[config.mk]
export PLATFORM = sky130hd
export DESIGN_NAME = rsqrt_seed_gen
export DESIGN_NICKNAME = d
export VERILOG_FILES = /design/src/rtl/rsqrt_pkg.sv /design/src/rtl/fp32_classify.sv /design/src/rtl/rsqrt_seed_gen.sv
export SDC_FILE = /design/constraint.sdc
export NUM_CORES = 1
export LEC_CHECK = 0
export ABC_AREA = 1
export CAP_MARGIN = 10
export CORE_MARGIN = 1
export CORE_UTILIZATION = 40
export CTS_CLUSTER_SIZE = 8
export DETAILED_ROUTE_END_ITERATION = 10
export GPL_TIMING_DRIVEN = 0
export PLACE_DENSITY_LB_ADDON = 0.12
export SYNTH_ARGS = -nofsm -noshare
export SYNTH_HDL_FRONTEND = slang
export SYNTH_SLANG_ARGS = --single-unit
[constraint.sdc]
create_clock -name clk -period 1.9 [get_ports clk]
set_input_delay 0.285 -clock clk [delete_from_list [all_inputs] [get_ports clk]]
set_output_delay 0.285 -clock clk [all_outputs]
set_load 0.02 [all_outputs]
[src/rtl/rsqrt_pkg.sv]
// rsqrt_pkg
//   Shared definitions for the fast inverse-square-root front end:
//   seed/NaN constants, FP32 field geometry and the operand class enum.
package rsqrt_pkg;

    localparam int DATA_W   = 32;
    localparam int EXP_W    = 8;
    localparam int MAN_W    = 23;
    localparam int EXP_LSB  = 23;
    localparam int SIGN_BIT = 31;

    localparam logic [DATA_W-1:0] MAGIC   = 32'h5F3759DF;
    localparam logic [DATA_W-1:0] QNAN    = 32'h7FC00000;
    localparam logic [EXP_W-1:0]  EXP_MAX = 8'hFF;

    typedef enum logic [2:0] {
        CLS_ZERO,
        CLS_INF,
        CLS_NAN,
        CLS_NEG,
        CLS_NORM
    } op_class_t;

endpackage

[src/rtl/fp32_classify.sv]
// fp32_classify
//   Combinational FP32 operand classifier.
//   Ports:
//     x    in   32  IEEE-754 single operand
//     cls  out      operand class (ZERO/INF/NAN/NEG/NORM)
//     expo out  8   biased exponent field
//     man  out  23  mantissa field
module fp32_classify
    import rsqrt_pkg::*;
(
    input  logic [DATA_W-1:0] x,
    output op_class_t         cls,
    output logic [EXP_W-1:0]  expo,
    output logic [MAN_W-1:0]  man
);

    logic sign;

    always_comb begin
        sign = x[SIGN_BIT];
        expo = x[EXP_LSB +: EXP_W];
        man  = x[MAN_W-1:0];
        cls  = CLS_NORM;
        // Priority order matters: denormals flush to ZERO regardless of
        // sign, NaN wins over sign, and negative infinity lands in NEG.
        if (expo == '0) begin
            cls = CLS_ZERO;
        end else if (expo == EXP_MAX && man != '0) begin
            cls = CLS_NAN;
        end else if (sign) begin
            cls = CLS_NEG;
        end else if (expo == EXP_MAX) begin
            cls = CLS_INF;
        end
    end

endmodule

[src/rtl/rsqrt_seed_gen.sv]
// rsqrt_seed_gen
//   Front end of the fast inverse-square-root datapath. Produces
//   half = 0.5*x and the magic-constant seed y0 = MAGIC - (x >> 1);
//   special operands are resolved here and flagged as final.
//   Two-stage registered pipeline with full valid/ready backpressure.
//   Ports:
//     clk, rst            clock, asynchronous active-high reset
//     in_valid/in_ready   input handshake, in_data = operand x
//     out_valid/out_ready output handshake
//     out_half            0.5*x for the Newton stage
//     out_seed            y0, or the final result when out_bypass=1
//     out_bypass          out_seed is exact; skip refinement
module rsqrt_seed_gen
    import rsqrt_pkg::*;
(
    input  logic                clk,
    input  logic                rst,
    input  logic                in_valid,
    output logic                in_ready,
    input  logic [DATA_W-1:0]   in_data,
    output logic                out_valid,
    input  logic                out_ready,
    output logic [DATA_W-1:0]   out_half,
    output logic [DATA_W-1:0]   out_seed,
    output logic                out_bypass
);

    function automatic logic [DATA_W-1:0] half_of(input op_class_t c,
                                                  input logic [EXP_W-1:0] e,
                                                  input logic [MAN_W-1:0] m);
        if (c != CLS_NORM)
            return '0;
        // Smallest normal halves into the denormal range: the hidden bit
        // becomes explicit and the mantissa LSB is truncated.
        if (e == 8'd1)
            return {1'b0, 8'h00, 1'b1, m[MAN_W-1:1]};
        return {1'b0, e - 8'd1, m};
    endfunction

    function automatic logic [DATA_W-1:0] seed_of(input op_class_t c,
                                                  input logic [DATA_W-1:0] x);
        case (c)
            CLS_NORM: return MAGIC - {1'b0, x[DATA_W-1:1]};
            CLS_ZERO: return {x[SIGN_BIT], EXP_MAX, {MAN_W{1'b0}}};
            CLS_INF:  return '0;
            default:  return QNAN;
        endcase
    endfunction

    op_class_t          cls_p0;
    logic [EXP_W-1:0]   exp_p0;
    logic [MAN_W-1:0]   man_p0;

    logic [DATA_W-1:0]  x_p1;
    op_class_t          cls_p1;
    logic [EXP_W-1:0]   exp_p1;
    logic [MAN_W-1:0]   man_p1;
    logic               vld_p1;
    logic               vld_p2;
    logic               s1_adv;
    logic               s2_adv;

    fp32_classify u_classify (
        .x    (in_data),
        .cls  (cls_p0),
        .expo (exp_p0),
        .man  (man_p0)
    );

    assign s2_adv    = !vld_p2 || out_ready;
    assign s1_adv    = !vld_p1 || s2_adv;
    assign in_ready  = s1_adv;
    assign out_valid = vld_p2;

    // ---- S1: capture operand and class ----
    always_ff @(posedge clk or posedge rst) begin
        if (rst) begin
            vld_p1 <= 1'b0;
        end else if (s1_adv) begin
            vld_p1 <= in_valid;
        end
    end

    always_ff @(posedge clk) begin
        if (s1_adv && in_valid) begin
            x_p1   <= in_data;
            cls_p1 <= cls_p0;
            exp_p1 <= exp_p0;
            man_p1 <= man_p0;
        end
    end

    // ---- S2: compute half/seed, register outputs ----
    always_ff @(posedge clk or posedge rst) begin
        if (rst) begin
            vld_p2     <= 1'b0;
            out_half   <= '0;
            out_seed   <= '0;
            out_bypass <= 1'b0;
        end else if (s2_adv) begin
            vld_p2 <= vld_p1;
            // Outputs only reload with a real operand so they never show
            // contents of an S1 register that was never written.
            if (vld_p1) begin
                out_half   <= half_of(cls_p1, exp_p1, man_p1);
                out_seed   <= seed_of(cls_p1, x_p1);
                out_bypass <= (cls_p1 != CLS_NORM);
            end
        end
    end

endmodule
Word-level counts from Yosys, hierarchy flattened
Cells that the tools add are included.
{"block": "word_totals", "elab_cells": 45, "reg_bits": 133, "out_inout_bits": 67, "rom_bits": 0, "mem_count": 0, "latchBits": 0, "ramBits": 0}
{"block": "op_classes", "mux": 15, "n_eq_ne": 5, "n_mul": 0, "n_shift": 0, "n_lt_le_gt_ge": 0, "n_addsub": 2, "n_div": 0, "n_reduce_logical": 12, "n_bitwise": 0}
{"operator": "$mux W32", "count": 4}
{"operator": "$pmux W32 S3", "count": 1}
{"operator": "$sub A31 B31 Y32 const A", "count": 1}
{"operator": "$reduce_bool A23 Y1", "count": 1}
{"operator": "$eq A8 B1 Y1 const B", "count": 1}
{"operator": "$eq A8 B8 Y1 const B", "count": 1}
{"operator": "$logic_not A8 Y1", "count": 1}
{"operator": "$sub A8 B1 Y8 const B", "count": 1}
{"operator": "$mux W1", "count": 7}
{"operator": "$mux W2", "count": 2}
{"operator": "$eq A3 B1 Y1 const B", "count": 1}
{"operator": "$eq A3 B3 Y1 const B", "count": 1}
{"operator": "$logic_not A3 Y1", "count": 1}
{"operator": "$mux W3", "count": 1}
{"operator": "$ne A3 B3 Y1 const B", "count": 1}
{"operator": "$reduce_or A3 Y1", "count": 1}
{"operator": "$logic_and A1 B1 Y1", "count": 2}
{"operator": "$logic_not A1 Y1", "count": 2}
{"operator": "$logic_or A1 B1 Y1", "count": 2}
{"operator": "$reduce_and A2 Y1", "count": 1}
{"operator": "$reduce_or A2 Y1", "count": 1}

Longest topological paths before layout
Gate-level depths: netlist of run 1.
{"block": "depth", "ltp_word": 9, "depth_mapped": 13}

Hierarchy
A second synthesis of run 1 with hierarchy kept.
{"block": "unflattened", "hier_cells": 678, "area_unflattened_um2": 6184.7}
{"module": "rsqrt_seed_gen", "n_inst": 1, "cells_each": 602, "area_per_inst_um2": 5765.5}
{"module": "fp32_classify", "n_inst": 1, "cells_each": 76, "area_per_inst_um2": 419.2}

Worst setup path after synthesis of run 1
Ideal clock, no wire load.
{"block": "synth_path", "path_kind": "reg2reg", "startpoint": "register vld_p2, in the netlist out_valid", "endpoint": "register cls_p1[0], enable pin", "setup_time_ns": 0.390, "t_arrival_ns": 1.555, "slack_ns": -0.044, "stages_incl_launch_ff": 4, "n_path_buf": 0, "t_required_ns": 1.510, "cell_sequence": "dfrtp_1 nand3_1 nand2_1 inv_1"}
{"block": "synth_via", "elab_chain_len": 4}
{"element": "from (decl)", "line_no": "rsqrt_seed_gen.sv:59", "rtl": "logic vld_p2;"}
{"element": "from (signal assigned)", "line_no": "rsqrt_seed_gen.sv:101", "rtl": "vld_p2 <= vld_p1;"}
{"element": "$logic_not A1 Y1", "line_no": "rsqrt_seed_gen.sv:70", "rtl": "assign s2_adv = !vld_p2 || out_ready;"}
{"element": "$logic_or A1 B1 Y1", "line_no": "rsqrt_seed_gen.sv:70"}
{"element": "$logic_or A1 B1 Y1", "line_no": "rsqrt_seed_gen.sv:71", "rtl": "assign s1_adv = !vld_p1 || s2_adv;"}
{"element": "via in_ready", "line_no": "rsqrt_seed_gen.sv:19", "rtl": "output logic in_ready,"}
{"element": "$logic_and A1 B1 Y1", "line_no": "rsqrt_seed_gen.sv:85", "rtl": "if (s1_adv && in_valid) begin"}
{"element": "to (signal assigned)", "line_no": "rsqrt_seed_gen.sv:87", "rtl": "cls_p1 <= cls_p0;"}
{"element": "to (decl)", "line_no": "rsqrt_seed_gen.sv:55", "rtl": "op_class_t cls_p1;"}
The timed path passes the listed nets, and every way through them passes these cells.
A chain may end at the register's enable or synchronous reset.

Worst setup path in the final report of run 1
{"block": "layout_path", "startpoint": "input port out_ready", "endpoint": "output port in_ready"}
{"block": "layout_via", "elab_chain_len": 2}
{"element": "from (decl)", "line_no": "rsqrt_seed_gen.sv:22", "rtl": "input logic out_ready,"}
{"element": "$logic_or A1 B1 Y1", "line_no": "rsqrt_seed_gen.sv:70"}
{"element": "$logic_or A1 B1 Y1", "line_no": "rsqrt_seed_gen.sv:71"}
{"element": "to (decl)", "line_no": "rsqrt_seed_gen.sv:19"}
No other way between the ends.

==> results of run 1 <==
-- synthesized netlist by cell type, types with 2 or more instances --
cell	count	area share, %
nand3_2	2	0.40
edfxtp_1	35	21
o21ai_1	18	1.8
xor2_1	6	1.0
ha_1	3	0.74
nand2_1	157	12
nand2_2	11	1.4
nand4_1	7	0.87
buf_2	6	0.59
nor2_1	64	4.8
buf_4	2	0.30
o21ai_0	77	7.6
nor3_1	7	0.69
nor3_2	2	0.40
inv_2	10	0.74
nor2_2	8	0.99
nor4_1	4	0.50
dfrtp_1	66	33
clkbuf_1	9	0.67
a21oi_1	19	1.9
nand3_1	34	3.4
inv_1	52	3.9
-- final cells by class --
| class | instances | area (µm²) |
|---|---|---|
| plain buffers | 17 | 86.3 |
| clock buffers | 10 | 229 |
| clock inverters | 6 | 48.8 |
| fillers | 1151 | 5540 |
| inverters | 63 | 244 |
| multi-input cells | 431 | 2040 |
| flip-flops and latches | 101 | 2700 |
| well taps | 168 | 210 |
| repair buffers | 106 | 1060 |
-- layer usage --
layer,global-route usage (%),up-vias
li1,-,2248
met1,34.9,2139
met2,35.2,130
met3,4.29,13
met4,8.74,0
met5,0,-
-- power by group --
group          internal (W)  switching, W
combinational      0.000480      0.000666
sequential          0.00247      0.000168
clock              0.000903      0.000843
total               0.00385       0.00168
-- critical path: cells and delay by family --
family	cells	cell delay, ns
and+or+nand+nor	1	0.12
buffers and inverters	3	1.14
-- registers in the layout (all words and copies together) (netlist names) --
signal      flops
out_half       31
out_seed       32
cls_p1          3
vld_p1          1
out_valid       1
out_bypass      1
x_p1           32
-- final timing paths --
kind	end	slack (ns)	depth (start not counted)
max	in_ready	0.06	4
min	out_seed[7]$_DFFE_PP0P_	0.34	2
max reg2reg	out_seed[29]$_DFFE_PP0P_	0.13	10
min reg2reg	out_seed[14]$_DFFE_PP0P_	0.48	2
max in group asynchronous	out_seed[27]$_DFFE_PP0P_	0.95	3
min in group clk	out_seed[14]$_DFFE_PP0P_	0.48	2
-- repair_timing --
item	4_1_cts	5_1_grt
gates resized for setup	1	5
buffers inserted	1	3
setup endpoints to repair	4	14
-- through the flow --
step	cell area [µm²]	cells	power, W	hold slack (ns)
floorplan	5060	613	0.00324	0.384
global placement	6280	882	0.00379	0.464
detailed placement	6300	883	0.00381	0.466
CTS	6590	899	0.00557	0.362
global route	6620	902	0.00577	0.399
finish	6620	902	0.00553	0.345
-- cells by family after synthesis --
family	share of synthesized area [%]
AND/OR/NAND/NOR	25.6
AO/OA/AOI/OAI	12.4
flip-flops	53.5
buffers and inverters	6.46
XOR/XNOR	1.21
adder cells (fa/ha/maj)	0.743
other	0.0742
==> results_dict.tcl, run 1 <==
set metrics [dict create \
    final_common_cell "nand2_1" \
    worstPathArrival_ns 1.55 \
    fp.dieH_um 114 \
    fin_util_pct 54.5 \
    grt_overflow_total 0 \
    place.gp.congestion 0.884 \
    die_area_um2 13100 \
    n_antenna_cell 0 \
    synth_top_flop_cell "dfrtp_1" \
    seq_area_frac_synth_pct 53.5 \
    syn_inst 613 \
    cts_buffer_depth 2 \
    p_leak_nw 2.79 \
    cts-buffers-inserted 9 \
    dp_slack_ns -0.232 \
    cts-root-buf "clkbuf_16" \
    ys_ff_latch 101 \
    grt_usage_pct 23.8 \
    ctsHoldBuffers 0 \
    drive_above_1_share_pct 9.81 \
    cp_max_fo 3 \
    wl_per_cell_um 15.8 \
    timing.fmax_mhz 545 \
    min_path_type "in -> async" \
    critPathMaxStageDelay_ns 0.62 \
    area_growth_pct 31.1 \
    fin_skew_ns 0.0109 \
    clock_sinks 101 \
    synth-edff-count 35 \
    core.rowCount 40 \
    h-tree-depth 3 \
    startpoint_type "primary input" \
    crit_path_start "out_ready" \
    ys_warn_count 0 \
    drv_slew 0 \
    cts_tree "done" \
    drt_iter0_drc 315 \
    postSynthAreaPerCell_um2 8.24 \
    max_slew_margin_pct 53.5 \
    hold_violations 0 \
    antenna_found_initial 0 \
    path_cells "clkdlybuf4s50_1, inv_1, nand3_1, clkdlybuf4s50_1" \
    power.density_nw_per_um2 835 \
    grt_pass1_wl_um 23200 \
    core_um2 12200 \
    vias_per_cell 5.02 \
    period_minus_slack_ns 1.84 \
    grt_pass1_vias 4313 \
    drc_errors 0 \
    wl_met2_um 6150 \
    route.vias.total 4530 \
    setup-violations-final 0 \
    top_layer_used "met4" \
    tightest_slew_ns 0.696 \
    path_common_cell "clkdlybuf4s50_1" \
    synth_area_um2 5050 \
    ir_worst_vdd_mv 0.546 \
    regToRegStartpoint "x_p1[7]$_DFFE_PP_" \
    cp-end-kind "primary output" \
    antenna_left 0 \
    portBuffers 101 \
    totalWireLength_um 14200 \
    start_util_pct 41.6 \
    final.setup.worst_slack_ns 0.0637 \
    slowest_stage "clkdlybuf4s50_1" \
    mostFrequentLayoutCells "156 x nand2_1, 101 x clkdlybuf4s50_1, 75 x o21ai_0, 66 x dfrtp_1, 64 x nor2_1" \
    synth_cell_type_count 36 \
    clk_pin_slew_ns 0.07 \
    setup-tns-final_ns 0 \
    die_w_um 114 \
    crit_type "in -> out" \
    clk_latency_ns 0.36 \
    maxCapViolCount 0 \
    ioPinCount 103 \
    synthesis.nets 652 \
    period_share_pct 96.6 \
    status "finished, final reports clean" \
    first_pass_iters 5 \
    worstPathRequired_ns 1.62 \
    postSynth.asyncResetShare_pct 65.3 \
    grt_max_degree 43 \
    m1WireLength_um 7150 \
    dp_hpwl_um 11000 \
    wl_met3_um 729 \
    rsz0062_at_grt "no" \
    nNetsFinal 768 \
]
(Power assumes the default switching activity.)
==> inputs of run 2 (changes only) <==
- CELL_PAD_IN_SITES_DETAIL_PLACEMENT: not set -> 0
- CELL_PAD_IN_SITES_GLOBAL_PLACEMENT: not set -> 2
- CORE_UTILIZATION: 40 -> 27
==> run 2 against run 1 <==
Effect of this change: the flow now finishes with violations (design-rule violations); core utilization is 17 points lower; critical endpoint unchanged; clock skew rose by 0.0034 ns; first-iteration DRC count shrank 17%; non-clock buffer count decreased by 3; critical path type is now reg -> out.
==> results_dict.tcl, run 2 (synthesis results as in run 1) <==
set metrics [dict create \
    worstPathArrival_ns 1.52 \
    power.density_nw_per_um2 873 \
    core_um2 18100 \
    grt_pass1_vias 4421 \
    maxCapViolCount 0 \
    wl_per_cell_um 17.4 \
    fp.dieH_um 139 \
    ctsHoldBuffers 0 \
    reg2reg_depth 8 \
    startpoint_type "flip-flop" \
    period_minus_slack_ns 1.80 \
    route.vias.total 4549 \
    multiInputGateArea_um2 2040 \
    regArea_um2 2700 \
    h-tree-depth 3 \
    cts_tree "done" \
    status "finished with violations" \
    grt_pass1_wl_um 25800 \
    regToRegStartpoint "cls_p1[1]$_SDFFCE_PP0P_" \
    drive_above_1_share_pct 9.97 \
    mostFrequentLayoutCells "156 x nand2_1, 101 x clkdlybuf4s50_1, 77 x o21ai_0, 66 x dfrtp_1, 64 x nor2_1" \
    crit_type "reg -> out" \
    largestRegisters "out_seed (32), x_p1 (32), out_half (31)" \
    setup-tns-final_ns 0 \
    antenna_left 0 \
    clk_latency_ns 0.36 \
    grt_usage_pct 17.8 \
    portBuffers 101 \
    clk_pin_slew_ns 0.07 \
    die_area_um2 19300 \
    die_w_um 139 \
    min_path_type "in -> async" \
    drt_iter0_drc 263 \
    grt_max_degree 38 \
    setup-violations-final 0 \
    start_util_pct 27.8 \
    n_antenna_cell 0 \
    grt_overflow_total 0 \
    final_common_cell "nand2_1" \
    cts-buffers-inserted 9 \
    place.gp.congestion 0.815 \
    hold_violations 0 \
    tightest_slew_ns 0.795 \
    placed_area_um2 6380 \
    nNetsFinal 766 \
    cp-end-kind "primary output" \
    r2r_end "out_seed[12]$_DFFE_PP0P_" \
    cts-root-buf "clkbuf_16" \
    dp_cells 944 \
    area_growth_pct 33.5 \
    vias_per_cell 4.73 \
    cp_max_fo 4 \
    clock_sinks 101 \
    finalNonFillerCells 961 \
    first_pass_iters 10 \
    ioPinCount 103 \
    fin_area_um2 6750 \
    p_leak_nw 2.80 \
    totalWireLength_um 16800 \
    dp_hpwl_um 12600 \
    fin_util_pct 37.2 \
    antenna_found_initial 0 \
    max_slew_margin_pct 47.0 \
    worstPathRequired_ns 1.62 \
    timing.fmax_mhz 555 \
    period_share_pct 94.9 \
    fin_skew_ns 0.0143 \
    cts_buffer_depth 2 \
    nFillCells 1884 \
    core.rowCount 49 \
    reg2reg_slack_ns 0.13 \
    drc_errors 9 \
    drv_slew 0 \
    violations "design-rule violations" \
    rsz0062_at_grt "no" \
    ir_worst_vdd_mv 0.436 \
]
run 2: cell count changes in the layout (fill, tap and decap cells not counted), sizes merged:
cell    delta
inv        +1
buf        -5
clkbuf     +3
bufinv     +2
clkinv     -3
run 2: cell type report:
class	instances	area share (%)
tap	229	4.25
timing repair inverter	1	0.111
clock buffer	11	3.60
multi-input combinational	431	30.3
clock inverter	5	1.32
buffer	17	1.35
inverter	63	3.62
timing repair buffer	103	15.4
sequential	101	40.1
run 2: worst max-delay path by stage:
stage | startpoint | to | slack, ns | depth (start not counted)
final | out_valid$_DFFE_PP0P_ | in_ready | 0.1 | 2
after CTS | out_valid$_DFFE_PP0P_ | x_p1[12]$_DFFE_PP_ | 0.02 | 3
after global placement | out_ready | x_p1[8]$_DFFE_PP_ | -0.30 | 5
after floorplan | out_valid$_DFFE_PP0P_ | cls_p1[0]$_SDFFCE_PP0P_ | 0.05 | 3
after detailed placement | out_ready | x_p1[15]$_DFFE_PP_ | -0.33 | 5
after global routing | x_p1[7]$_DFFE_PP_ | out_seed[29]$_DFFE_PP0P_ | 0.003 | 11
run 2: critical path, stage by stage (launching register included):
cell and delay [ns]:
dfrtp_1 0.42, nand3_1 0.13, clkdlybuf4s50_1 0.62
run 2: repair_timing:
| action | 4_1_cts | 5_1_grt |
|---|---|---|
| endpoints found under the setup margin | 4 | 42 |
| endpoints found under the hold margin | 0 | 0 |
| cloned | 0 | 1 |
| buffers inserted | 0 | 1 |
| gates resized for setup | 1 | 8 |
run 2: metrics by stage:
stage	hold WS, ns	setup WS (ns)	power, W
2_1_floorplan	0.384	0.0479	0.00324
3_3_place_gp	0.464	-0.297	0.00384
3_5_place_dp	0.469	-0.329	0.00385
4_1_cts	0.389	0.0182	0.00595
5_1_grt	0.448	0.00301	0.00615
6_report	0.375	0.0975	0.00589
run 2: where the power goes:
group	leakage, nW	internal [W]	total (W)	switching (W)
combinational	1.44	0.000475	0.00117	0.000693
sequential	1.20	0.00247	0.00263	0.000167
clock	0.163	0.00121	0.00209	0.000878
total	2.80	0.00415	0.00589	0.00174
run 2: routing by layer:
layer,GRT usage (%),up-vias,wire length [µm],part of all wire [%]
li1,-,2234,-,-
met1,25.4,2192,8160,49
met2,27.7,108,7730,46
met3,2.24,15,593,3.5
met4,6.43,0,276,1.6
met5,0,-,0,0
